--- src/rtl/db15_joy_scanner.sv ---
`default_nettype none
// ----------------------------------------------------------------------------
// db15_joy_scanner: two-pad DB15 scanner for a 32-bit 74HC165 chain; define DB15_DEBOUNCE_EN for frame-agreement filtering. Rev 1.0
// ----------------------------------------------------------------------------
module db15_joy_scanner #(
  parameter int CLK_DIV = 24
) (
  input  logic        clk,
  input  logic        reset,
  input  logic        joy_data,
  output logic        joy_clk,
  output logic        joy_load,
  output logic [15:0] joystick1,
  output logic [15:0] joystick2,
  output logic        frame_done
);

  typedef enum logic [1:0] {
    ST_LOAD  = 2'd0,
    ST_SHIFT = 2'd1,
    ST_LATCH = 2'd2
  } state_t;

  localparam logic [7:0] C_DIV_LAST = 8'(CLK_DIV - 1);

  state_t      state_q, state_d;
  logic [7:0]  div_q, div_d;
  logic [4:0]  bit_q, bit_d;
  logic        ld_q, ld_d;
  logic        jclk_q, jclk_d;
  logic        jload_q, jload_d;
  logic [31:0] raw_q, raw_d;
  logic [15:0] j1_q, j1_d;
  logic [15:0] j2_q, j2_d;
  logic [1:0]  sync_q;
  logic        w_tick;

`ifdef DB15_DEBOUNCE_EN
  logic [31:0] prev_q, prev_d;
`endif

  assign w_tick     = (div_q == C_DIV_LAST);
  assign div_d      = w_tick ? 8'd0 : div_q + 8'd1;
  assign joy_clk    = jclk_q;
  assign joy_load   = jload_q;
  assign joystick1  = j1_q;
  assign joystick2  = j2_q;
  assign frame_done = (state_q == ST_LATCH);

  always_comb begin
    state_d = state_q;
    bit_d   = bit_q;
    ld_d    = ld_q;
    jclk_d  = jclk_q;
    jload_d = jload_q;
    raw_d   = raw_q;
    j1_d    = j1_q;
    j2_d    = j2_q;
`ifdef DB15_DEBOUNCE_EN
    prev_d  = prev_q;
`endif
    case (state_q)
      ST_LOAD: begin
        if (w_tick) begin
          if (!ld_q) begin
            ld_d    = 1'b1;
            jload_d = 1'b0;
            jclk_d  = 1'b1;
          end else begin
            ld_d    = 1'b0;
            jload_d = 1'b1;
            bit_d   = 5'd0;
            state_d = ST_SHIFT;
          end
        end
      end
      ST_SHIFT: begin
        if (w_tick) begin
          if (jclk_q) begin
            jclk_d = 1'b0;
          end else begin
            // Capture the current bit before the rising edge advances the chain.
            jclk_d       = 1'b1;
            raw_d[bit_q] = sync_q[1];
            bit_d        = bit_q + 5'd1;
            if (bit_q == 5'd31) state_d = ST_LATCH;
          end
        end
      end
      ST_LATCH: begin
        state_d = ST_LOAD;
`ifdef DB15_DEBOUNCE_EN
        prev_d = raw_q;
        if (raw_q == prev_q) begin
          j1_d = ~raw_q[15:0];
          j2_d = ~raw_q[31:16];
        end
`else
        j1_d = ~raw_q[15:0];
        j2_d = ~raw_q[31:16];
`endif
      end
      default: state_d = ST_LOAD;
    endcase
  end

  always_ff @(posedge clk or posedge reset) begin
    if (reset) begin
      state_q <= ST_LOAD;
      div_q   <= 8'd0;
      bit_q   <= 5'd0;
      ld_q    <= 1'b0;
      jclk_q  <= 1'b1;
      jload_q <= 1'b1;
      raw_q   <= '1;
      j1_q    <= '0;
      j2_q    <= '0;
      sync_q  <= 2'b11;
    end else begin
      state_q <= state_d;
      div_q   <= div_d;
      bit_q   <= bit_d;
      ld_q    <= ld_d;
      jclk_q  <= jclk_d;
      jload_q <= jload_d;
      raw_q   <= raw_d;
      j1_q    <= j1_d;
      j2_q    <= j2_d;
      sync_q  <= {sync_q[0], joy_data};
    end
  end

`ifdef DB15_DEBOUNCE_EN
  always_ff @(posedge clk or posedge reset) begin
    if (reset) prev_q <= '1;
    else       prev_q <= prev_d;
  end
`endif

endmodule
`default_nettype wire

--- config.mk ---
export PLATFORM = sky130hd
export DESIGN_NAME = db15_joy_scanner
export DESIGN_NICKNAME = d
export VERILOG_FILES = /design/src/rtl/db15_joy_scanner.sv
export SDC_FILE = /design/constraint.sdc
export NUM_CORES = 1
export LEC_CHECK = 0
export CORE_ASPECT_RATIO = 1.4
export CORE_UTILIZATION = 45
export DETAILED_ROUTE_END_ITERATION = 10
export PLACE_DENSITY = 0.67
export SETUP_SLACK_MARGIN = 0.4
export SYNTH_ARGS = -nofsm -noshare
export SYNTH_HDL_FRONTEND = slang
export SYNTH_SLANG_ARGS = --single-unit
--- constraint.sdc ---
create_clock -name clk -period 3.7 [get_ports clk]
set_input_delay 0.74 -clock clk [delete_from_list [all_inputs] [get_ports clk]]
set_output_delay 0.74 -clock clk [all_outputs]
set_load 0.02 [all_outputs]
==> impl_results.md, run 1 <==
- Status: finished clean
- Vias in the first global route: 2531
- Netlist Area Pre-Place: about 0.0038 mm2
- Actual slew at the worst max-slew pin: 1206 ps
- Most frequent cells in the layout: dfrtp_1, clkdlybuf4s50_1, dfstp_2
- Hold Path Class: flop to flop
- Worst reg2reg path depth: 3
- Util after Layout: between 50 and 60%
- Drc violations: 0
- Initial Util: ~46%
- Final wirelength: around 7000 um
- Die height: roughly 110 um
- Initial antenna violation count: 0
- CP endpoint kind: output pin
- Worst Path Arrival: ~1900 ps
- First-pass DRT Iterations: 4
- Die W: slightly below 80 um
- Leading cell type in the layout, fill and taps excluded: dfrtp_1
- Worst Path Max Fanout: 20
- Clock tree buffer depth: 2
- Syn_nets: roughly 330
- Synth Area per Inst: ~12 um2
- Post-synth cell types: 39
- Startpoint class of the critical path: flop
- Largest net degree at the start of global routing: 65
- Hold Buf Count CTS: 0
- Crit path max-delay family: buffers and inverters
- Final HPWL DP: ~4700 um
- WP depth: 3
- Peak supply drop: about 0.24 mV
- Leakage power: about 0.0020 uW
- Crit-path cells: nand2b_2, inv_1, clkdlybuf4s50_1
- Nets: about 360
- Worst Setup EP: frame_done
- Pre-CTS worst setup slack: 1428 ps
- Req. time, crit path: between 2000 and 3000 ps
- CTS sink cnt: 84
- Post-Route Skew: about 5.9 ps
- # rows: 39
- Antenna Diode Count: 0
- Slew headroom: around a fifth
- GRT Resource Usage Total: roughly a fifth
- Register area share after synthesis: between 50% and 60%
- Ys flop type: dfrtp_1
- Via Count: 2525
- Post-CTS Setup Inserts: 0
- Crit Path Class: flop to output pin
- Async SR Flop Fraction: 100.0%
- EDFF count, synth: 0
- Setup TNS: 0 ps
- # setup viols final: 0
- Yosys reg bits: 84
- Port bufs: 37
- Worst setup margin: 1051 ps
- DR vias/cell: between 5 and 6
- IO Pins: 38
- DIE AREA: slightly below 0.009 mm2
- Filler cells: 700
- CTS root buffer: clkbuf_16
- Overflow after GRT: 0
- Post-cts sizing count: 0
- Max-cap violations: 0
- Clock-pin slew on the worst setup and hold paths: around 60 ps
- GP Congestion: 0.8352
- Layout area overhead: 19.50%
- Period utilization: between 70% and 80%
- CTS Buf Count: 9
- Endpoints failing hold: 0
- CP Buf/Inv Count: 2
- RSZ-0062 raised after global routing: false
- Final Max Tran Viols: 0
- First-pass GRT wire length: roughly 12000 um
- Slowest stage delay, CP: between 500 and 600 ps
- Max Freq: approximately 0.38 GHz
- CTS tree: built
- Mapped Cells: 323
- Wire per inst: about 16 um
- Reg2reg end: raw_q[5]
- Worst setup startpoint: state_q[0]
- Hold Startpoint: sync_q[0]
- Final hold slack: 361.1 ps
- Share of cells above drive strength 1: ~18%
- Synth Warn #: 0
- Min Tclk post-route: between 2000 and 3000 ps
- Core footprint: 0.008149 mm2
- Post-DRT Antenna Nets: 0
- CTS H-tree depth: 3
- PD cells: 423.9 mW/mm2
- Worst skew pair latency: between 300 and 400 ps
- Power Total: about 1900 uW
- Iteration-0 DRC Markers: between 100 and 150
- Slowest CP cell: clkdlybuf4s50_1
- R2r setup slk: roughly 1400 ps
- Crit Reg-Reg Startpoint: state_q[0]
[where the power goes]
part | leakage [uW] | switching, uW | internal [uW] | total (uW)
clock | 0.000148 | 372 | 594 | 966
combinational | 0.000796 | 18.0 | 3.66 | 21.7
sequential | 0.00103 | 4.11 | 923 | 927
[flip-flops by register name, summed over array words and instances, names as in the netlist]
register / flops
joy_load: 1
sync_q: 2
joy_clk: 1
ld_q: 1
joystick2: 16
joystick1: 16
div_q: 8
raw_q: 32
state_q: 2
bit_q: 5
[per-layer routing]
layer	up-vias	share of wire, %	global-route usage (%)
li1	1215	-	-
met1	1262	44	23.91
met2	37	51	29.00
met3	11	2.3	4.545
met4	0	2.2	9.091
met5	-	0	0
[how the worst min path moves through the flow]
stage / to / depth (start not counted)
detailed placement: sync_q[1] / 0
CTS: sync_q[1] / 0
floorplan: sync_q[1] / 0
finish: sync_q[1] / 0
global placement: sync_q[1] / 0
global route: sync_q[1] / 0
[area by class of cell]
cell class / count / area, um2 / share of cell area, %
clock buffer: 9 / 225.2 / 4.988
clock inverter: 7 / 100.1 / 2.217
inverter: 5 / 20.02 / 0.4433
multi-input combinational: 206 / 1488 / 32.95
sequential: 84 / 2147 / 47.55
tap: 102 / 127.6 / 2.826
timing repair buffer: 42 / 407.9 / 9.033
[Yosys cell counts, types with 5 or more instances]
cell type / number / area share (%)
mux2_1: 33 / 9.8
inv_1: 5 / 0.50
o21ai_1: 12 / 1.6
nand2b_1: 6 / 0.99
nand2_1: 33 / 3.3
dfrtp_1: 48 / 32
buf_4: 7 / 1.4
buf_2: 7 / 0.93
o21ai_0: 20 / 2.6
nor2_1: 7 / 0.70
clkbuf_1: 12 / 1.2
dfstp_2: 36 / 25
ha_1: 6 / 2.0
and3_1: 9 / 1.5
nand4_1: 32 / 5.3
[logic make-up after synthesis]
kind of cell	count (synthesis)	share of synthesized area [%]
muxes	33	9.835
buffers and inverters	33	4.205
DFF	84	56.82
and+or+nand+nor	119	19.27
xor gates and xnor gates	7	1.623
AOI/OAI and AO/OA	41	6.259
adders and majority gates	6	1.987
[per-stage QoR]
stage / cell area, um2 / std cells
floorplan: 3779 / 323
global placement: 4190 / 439
detailed placement: 4190 / 439
CTS: 4516 / 455
global route: 4516 / 455
finish: 4516 / 455
Note: power is estimated with default switching activity, not from simulation.
==> run 2: changes to the inputs <==
--- a/config.mk
+++ b/config.mk
@@ -8,7 +8,7 @@
 export CORE_ASPECT_RATIO = 1.4
 export CORE_UTILIZATION = 45
 export DETAILED_ROUTE_END_ITERATION = 10
-export PLACE_DENSITY = 0.67
+export PLACE_DENSITY = 0.7
 export SETUP_SLACK_MARGIN = 0.4
 export SYNTH_ARGS = -nofsm -noshare
 export SYNTH_HDL_FRONTEND = slang
==> constraint.sdc (replaced) <==
create_clock -name clk -period 2.2 [get_ports clk]
set_input_delay 0.44 -clock clk [delete_from_list [all_inputs] [get_ports clk]]
set_output_delay 0.44 -clock clk [all_outputs]
set_load 0.02 [all_outputs]
==> impl_results.md, run 2 (synthesis gave the netlist of run 1 again) <==
- Port bufs: 37 (unchanged)
- First-pass GRT wire length: 12420 um (-0.44%)
- Final wirelength: 7201 um (+1.5%)
- Initial Util: 46.37% (unchanged)
- Actual slew at the worst max-slew pin: 542.2 ps (-663.5 ps)
- Most frequent cells in the layout: dfrtp_1, dfstp_2, clkdlybuf4s50_1
- Antenna Diode Count: 0 (unchanged)
- Peak supply drop: 0.3818 mV (+58%)
- GRT Resource Usage Total: 18.48% (-0.14 points)
- Worst Path Max Fanout: 2 (-90%)
- # setup viols final: 0 (unchanged)
- Most flops, register: raw_q
- Nets: 362 (+1.4%)
- Post-DRT Antenna Nets: 0 (unchanged)
- Leakage power: 0.002004 uW (+1.3%)
- Worst skew pair latency: 340 ps (about the same)
- Slew headroom: 63.86% (+44 points)
- CTS H-tree depth: 3 (unchanged)
- Iteration-0 DRC Markers: 205 (+58%)
- Wire per inst: 15.65 um (+0.40%)
- Clock tree buffer depth: 2 (unchanged)
- Hold Startpoint: sync_q[0]
- # rows: 39 (unchanged)
- DIE AREA: 0.008773 mm2 (unchanged)
- Post-Route Skew: 4.991 ps (-0.9365 ps)
- Startpoint class of the critical path: flop
- Slowest CP cell: clkdlybuf4s50_1
- Die height: 110.4 um (unchanged)
- Max Freq: between 0.5 and 0.6 GHz
- Crit Path Class: flop to output pin
- CTS Buf Count: 9 (unchanged)
- Number of flip-flops in the largest register: 32 (unchanged)
- Crit path max-delay family: buffers and inverters
- Setup TNS: 0 ps (unchanged)
- Leading cell type in the layout, fill and taps excluded: dfrtp_1
- CTS root buffer: clkbuf_16
- Max-cap violations: 0 (unchanged)
- Layout area overhead: 20.23%
- Overflow after GRT: 0 (unchanged)
- Period utilization: about four fifths
- Power Total: 3113 uW (+63%)
- Req. time, crit path: 1760 ps (-1200 ps)
- CTS sink cnt: 84 (unchanged)
- Slowest stage delay, CP: 620 ps (+30 ps)
- Crit Reg-Reg Startpoint: bit_q[1]
- Status: finished clean
- Vias in the first global route: 2477 (-2.1%)
- IO Pins: 38 (unchanged)
- Filler cells: 680 (-2.9%)
- Hold Buf Count CTS: 0 (unchanged)
- DR vias/cell: 5.487 (-1.1%)
- Min Tclk post-route: 1759 ps
- CTS tree: built
- Worst setup startpoint: joystick2[2]
- Core footprint: 0.008149 mm2 (unchanged)
- Final Max Tran Viols: 0 (unchanged)
- Util after Layout: 55.75% (+0.34 points)
- Worst Path Arrival: 1320 ps (-590 ps)
- CP endpoint kind: output pin
- CP Buf/Inv Count: 1 (-1)
- GP Congestion: 0.8679 (+3.9%)
- Initial antenna violation count: 0 (unchanged)
- Hold Path Class: flop to flop
- Crit-path cells: clkdlybuf4s50_1
- RSZ-0062 raised after global routing: true
- First-pass DRT Iterations: 4 (unchanged)
- Largest net degree at the start of global routing: 85 (+31%)
- Final HPWL DP: 4589 um (-1.9%)
- Share of cells above drive strength 1: 20.67% (+2.3 points)
- Endpoints failing hold: 0 (unchanged)
- Drc violations: 0 (unchanged)
- PD cells: 685.1 mW/mm2 (+62%)
- Die W: 79.45 um (unchanged)
- Via Count: 2524 (-0.040%)
- Clock-pin slew on the worst setup and hold paths: 60 ps (about the same)
## run 2: layer usage
layer | global-route usage (%) | wire length (um) | up-vias
li1 | - | - | 1230
met1 | 22.58 | 3001 | 1251
met2 | 30.03 | 3914 | 31
met3 | 4.463 | 171 | 12
met4 | 8.970 | 113 | 0
met5 | 0 | 0 | -
## run 2: power breakdown
| part | total, uW | switching, uW | leakage (uW) | internal [uW] |
|---|---|---|---|---|
| logic | 36.8 | 29.0 | 0.000827 | 7.73 |
| clock network | 1520 | 580 | 0.000149 | 937 |
| registers | 1560 | 7.37 | 0.00103 | 1550 |
## run 2: per-stage QoR
step	std cells	worst slack, ps	hold slack [ps]	instance area, um2
final	460	440.9	357.7	4543
after global routing	460	376.7	367.4	4543
after CTS	459	403.4	358.1	4526
after detailed placement	443	428.2	349.3	4223
after global placement	443	471.2	349.4	4223
after floorplan	323	587.3	345.2	3782
## run 2: path summary, 6_finish.rpt
kind,depth (start not counted),to,slack (ps)
worst max-delay path,1,joystick2[2],440
worst min-delay path,0,sync_q[1],360
worst max register to register,5,raw_q[19],460
worst min register to register,0,sync_q[1],360
max in group asynchronous,3,raw_q[9],1260
min in group asynchronous,3,joystick2[8],560
## run 2: final cells by class
class | instances | area (um2) | share of cell area (%)
Clock buffer | 12 | 256.5 | 5.646
Clock inverter | 4 | 47.55 | 1.047
Inverter | 5 | 22.52 | 0.4957
Multi-Input combinational cell | 206 | 1488 | 32.75
Sequential cell | 84 | 2151 | 47.34
Tap cell | 102 | 127.6 | 2.809
Timing Repair Buffer | 47 | 450.4 | 9.915
## run 2: timing repair
item / CTS / global route
setup endpoints to repair: 3 / 23
setup buffers: 0 / 1
resized for setup: 5 / 6
gates cloned: 0 / 0
==> run 3: changes to the inputs <==
==> constraint.sdc (replaced) <==
create_clock -name clk -period 1.5 [get_ports clk]
set_input_delay 0.3 -clock clk [delete_from_list [all_inputs] [get_ports clk]]
set_output_delay 0.3 -clock clk [all_outputs]
set_load 0.02 [all_outputs]
==> impl_results.md, run 3 (synthesis gave the netlist of run 1 again) <==
- Clock-pin slew on the worst setup and hold paths: 60 ps (about the same)
- Design Area, Final: 0.005806 mm2 (+28%)
- Leading cell type in the layout, fill and taps excluded: buf_4
- Drc violations: 0 (unchanged)
- Startpoint class of the critical path: flop
- Comb power frac: 1.8% (+0.6 points)
- Most flops, register: raw_q
- Max Freq: around 0.58 GHz
- Switching Share: 21.01% (+1.2 points)
- Initial antenna violation count: 0 (unchanged)
- Port bufs: 37 (unchanged)
- Via Count: 3048 (+21%)
- Final std cells w/o fill: 540 (+17%)
- IO Pins: 38 (unchanged)
- Setup TNS: -5168 ps (-5168 ps)
- Clock tree buffer depth: 2 (unchanged)
- Post-DRT Antenna Nets: 0 (unchanged)
- Core footprint: 0.008149 mm2 (unchanged)
- CTS sink cnt: 84 (unchanged)
- Initial Util: 46.37% (unchanged)
- Vias in the first global route: 2850 (+15%)
- First-pass DRT Iterations: 4 (unchanged)
- Placed Cells: 470 (+6.1%)
- Most frequent cells in the layout: buf_4, buf_6, dfrtp_1
- Final Max Tran Viols: 0 (unchanged)
- Iteration-0 DRC Markers: 345 (+68%)
- CTS tree: built
- Die W: 79.45 um (unchanged)
- Internal: 3640 uW (+46%)
- Worst Path Max Fanout: 8 (+6)
- Min Tclk post-route: 1734 ps
- DR vias/cell: 5.644 (+2.9%)
- Pre-CTS worst setup slack: -210.3 ps (-638.5 ps)
- Overflow after GRT: 0 (unchanged)
- First-pass GRT wire length: 13830 um (+11%)
- CTS H-tree depth: 3 (unchanged)
- Antenna Diode Count: 0 (unchanged)
- Post-Route Skew: 6.844 ps (+1.853 ps)
- Clock Power Share: 48.8% (about the same)
- PD cells: 793.7 mW/mm2 (+16%)
- Actual slew at the worst max-slew pin: 414.4 ps (-127.8 ps)
- Sequential share of power: 49.4% (-0.7 points)
- Status: finished, violations left
- Worst skew pair latency: 340 ps (about the same)
- DIE AREA: 0.008773 mm2 (unchanged)
- Worst setup margin: -233.6 ps (-674.4 ps)
- Hold Path Class: flop to flop
- Period utilization: 115.6%
- Violated checks: negative setup slack
- Final HPWL DP: 5259 um (+15%)
- RSZ-0062 raised after global routing: true
- Leakage power: 0.002728 uW (+36%)
- # rows: 39 (unchanged)
- Req. time, crit path: 1770 ps (about the same)
- Share of cells above drive strength 1: 55.25% (+35 points)
- Number of flip-flops in the largest register: 32 (unchanged)
- Peak supply drop: 0.7344 mV (+92%)
- Largest net degree at the start of global routing: 65 (-24%)
- Die height: 110.4 um (unchanged)
- Power Total: 4608 uW (+48%)
- Crit Path Class: flop to flop
- Placed Area: 0.004636 mm2 (+9.8%)
- Wire per inst: 19.15 um (+22%)
- Layout area overhead: 53.64%
- Nets: 442 (+22%)
- Slew headroom: 72.38% (+8.5 points)
- CTS root buffer: clkbuf_16
- CTS Buf Count: 9 (unchanged)
- Worst Path Arrival: 2000 ps (+680 ps)
- GRT Resource Usage Total: 20.75% (+2.3 points)
- # setup viols final: 44 (+44)
- Endpoints failing hold: 0 (unchanged)
- Final wirelength: 10340 um (+44%)
- Max-cap violations: 0 (unchanged)
- CP endpoint kind: flop
- GP Congestion: 0.7730 (-11%)
- NetSw: 968.2 uW (+57%)
run 3: worst paths after layout:
path	to	slack, ps	cells after the start	start
worst max register to register	raw_q[18]	-230	6	bit_q[0]
worst min-delay path	sync_q[1]	360	0	sync_q[0]
worst max-delay path	raw_q[18]	-230	6	bit_q[0]
worst min register to register	sync_q[1]	360	0	sync_q[0]
max in group asynchronous	raw_q[26]	790	3	reset
min in group asynchronous	joystick2[0]	390	3	reset
run 3: cell type report:
cell class | instances | area (um2)
Clock inverter | 5 | 60.06
Tap cell | 102 | 127.6
Multi-Input combinational cell | 206 | 1773
Clock buffer | 11 | 242.7
Fill cell | 531 | 2344
Inverter | 5 | 27.53
Sequential cell | 84 | 2152
Timing Repair Buffer | 127 | 1423
run 3: repair_timing:
item,CTS,global route
resized for setup,224,38
endpoints found under the setup margin,114,116
setup buffers,17,24
gates cloned,1,12
pin swaps,10,18
hold buffers,0,0
run 3: power by group through the flow:
| stage | Clock [uW] | Combinational, uW | Sequential, uW |
|---|---|---|---|
| global route | 2390 | 92.4 | 2280 |
| finish | 2250 | 81.5 | 2280 |
| detailed placement | 0 | 83.7 | 2310 |
| global placement | 0 | 82.6 | 2310 |
| floorplan | 0 | 43.8 | 2310 |
| CTS | 2270 | 83.8 | 2280 |
run 3: critical path, cell delays in order, from the launching register on:
cell      delay (ps)
dfrtp_1          420
inv_1            110
ha_1             140
nor4bb_1         250
buf_4            240
nand4_1          160
mux2_4           340
run 3: per-stage QoR:
| stage | util [%] | hold WS [ps] |
|---|---|---|
| 6_report | 71.24 | 358.3 |
| 5_1_grt | 71.24 | 358.3 |
| 4_1_cts | 63.96 | 351.6 |
| 3_5_place_dp | 56.89 | 348.1 |
| 3_3_place_gp | 56.89 | 346.6 |
| 2_1_floorplan | - | 304.5 |
run 3: metal layers:
metal	GRT usage, %	vias to the layer above	share of wire, %
met5	0	-	0
li1	-	1397	-
met4	9.697	0	4.8
met2	33.90	102	54
met3	5.289	40	4.1
met1	25.18	1509	37
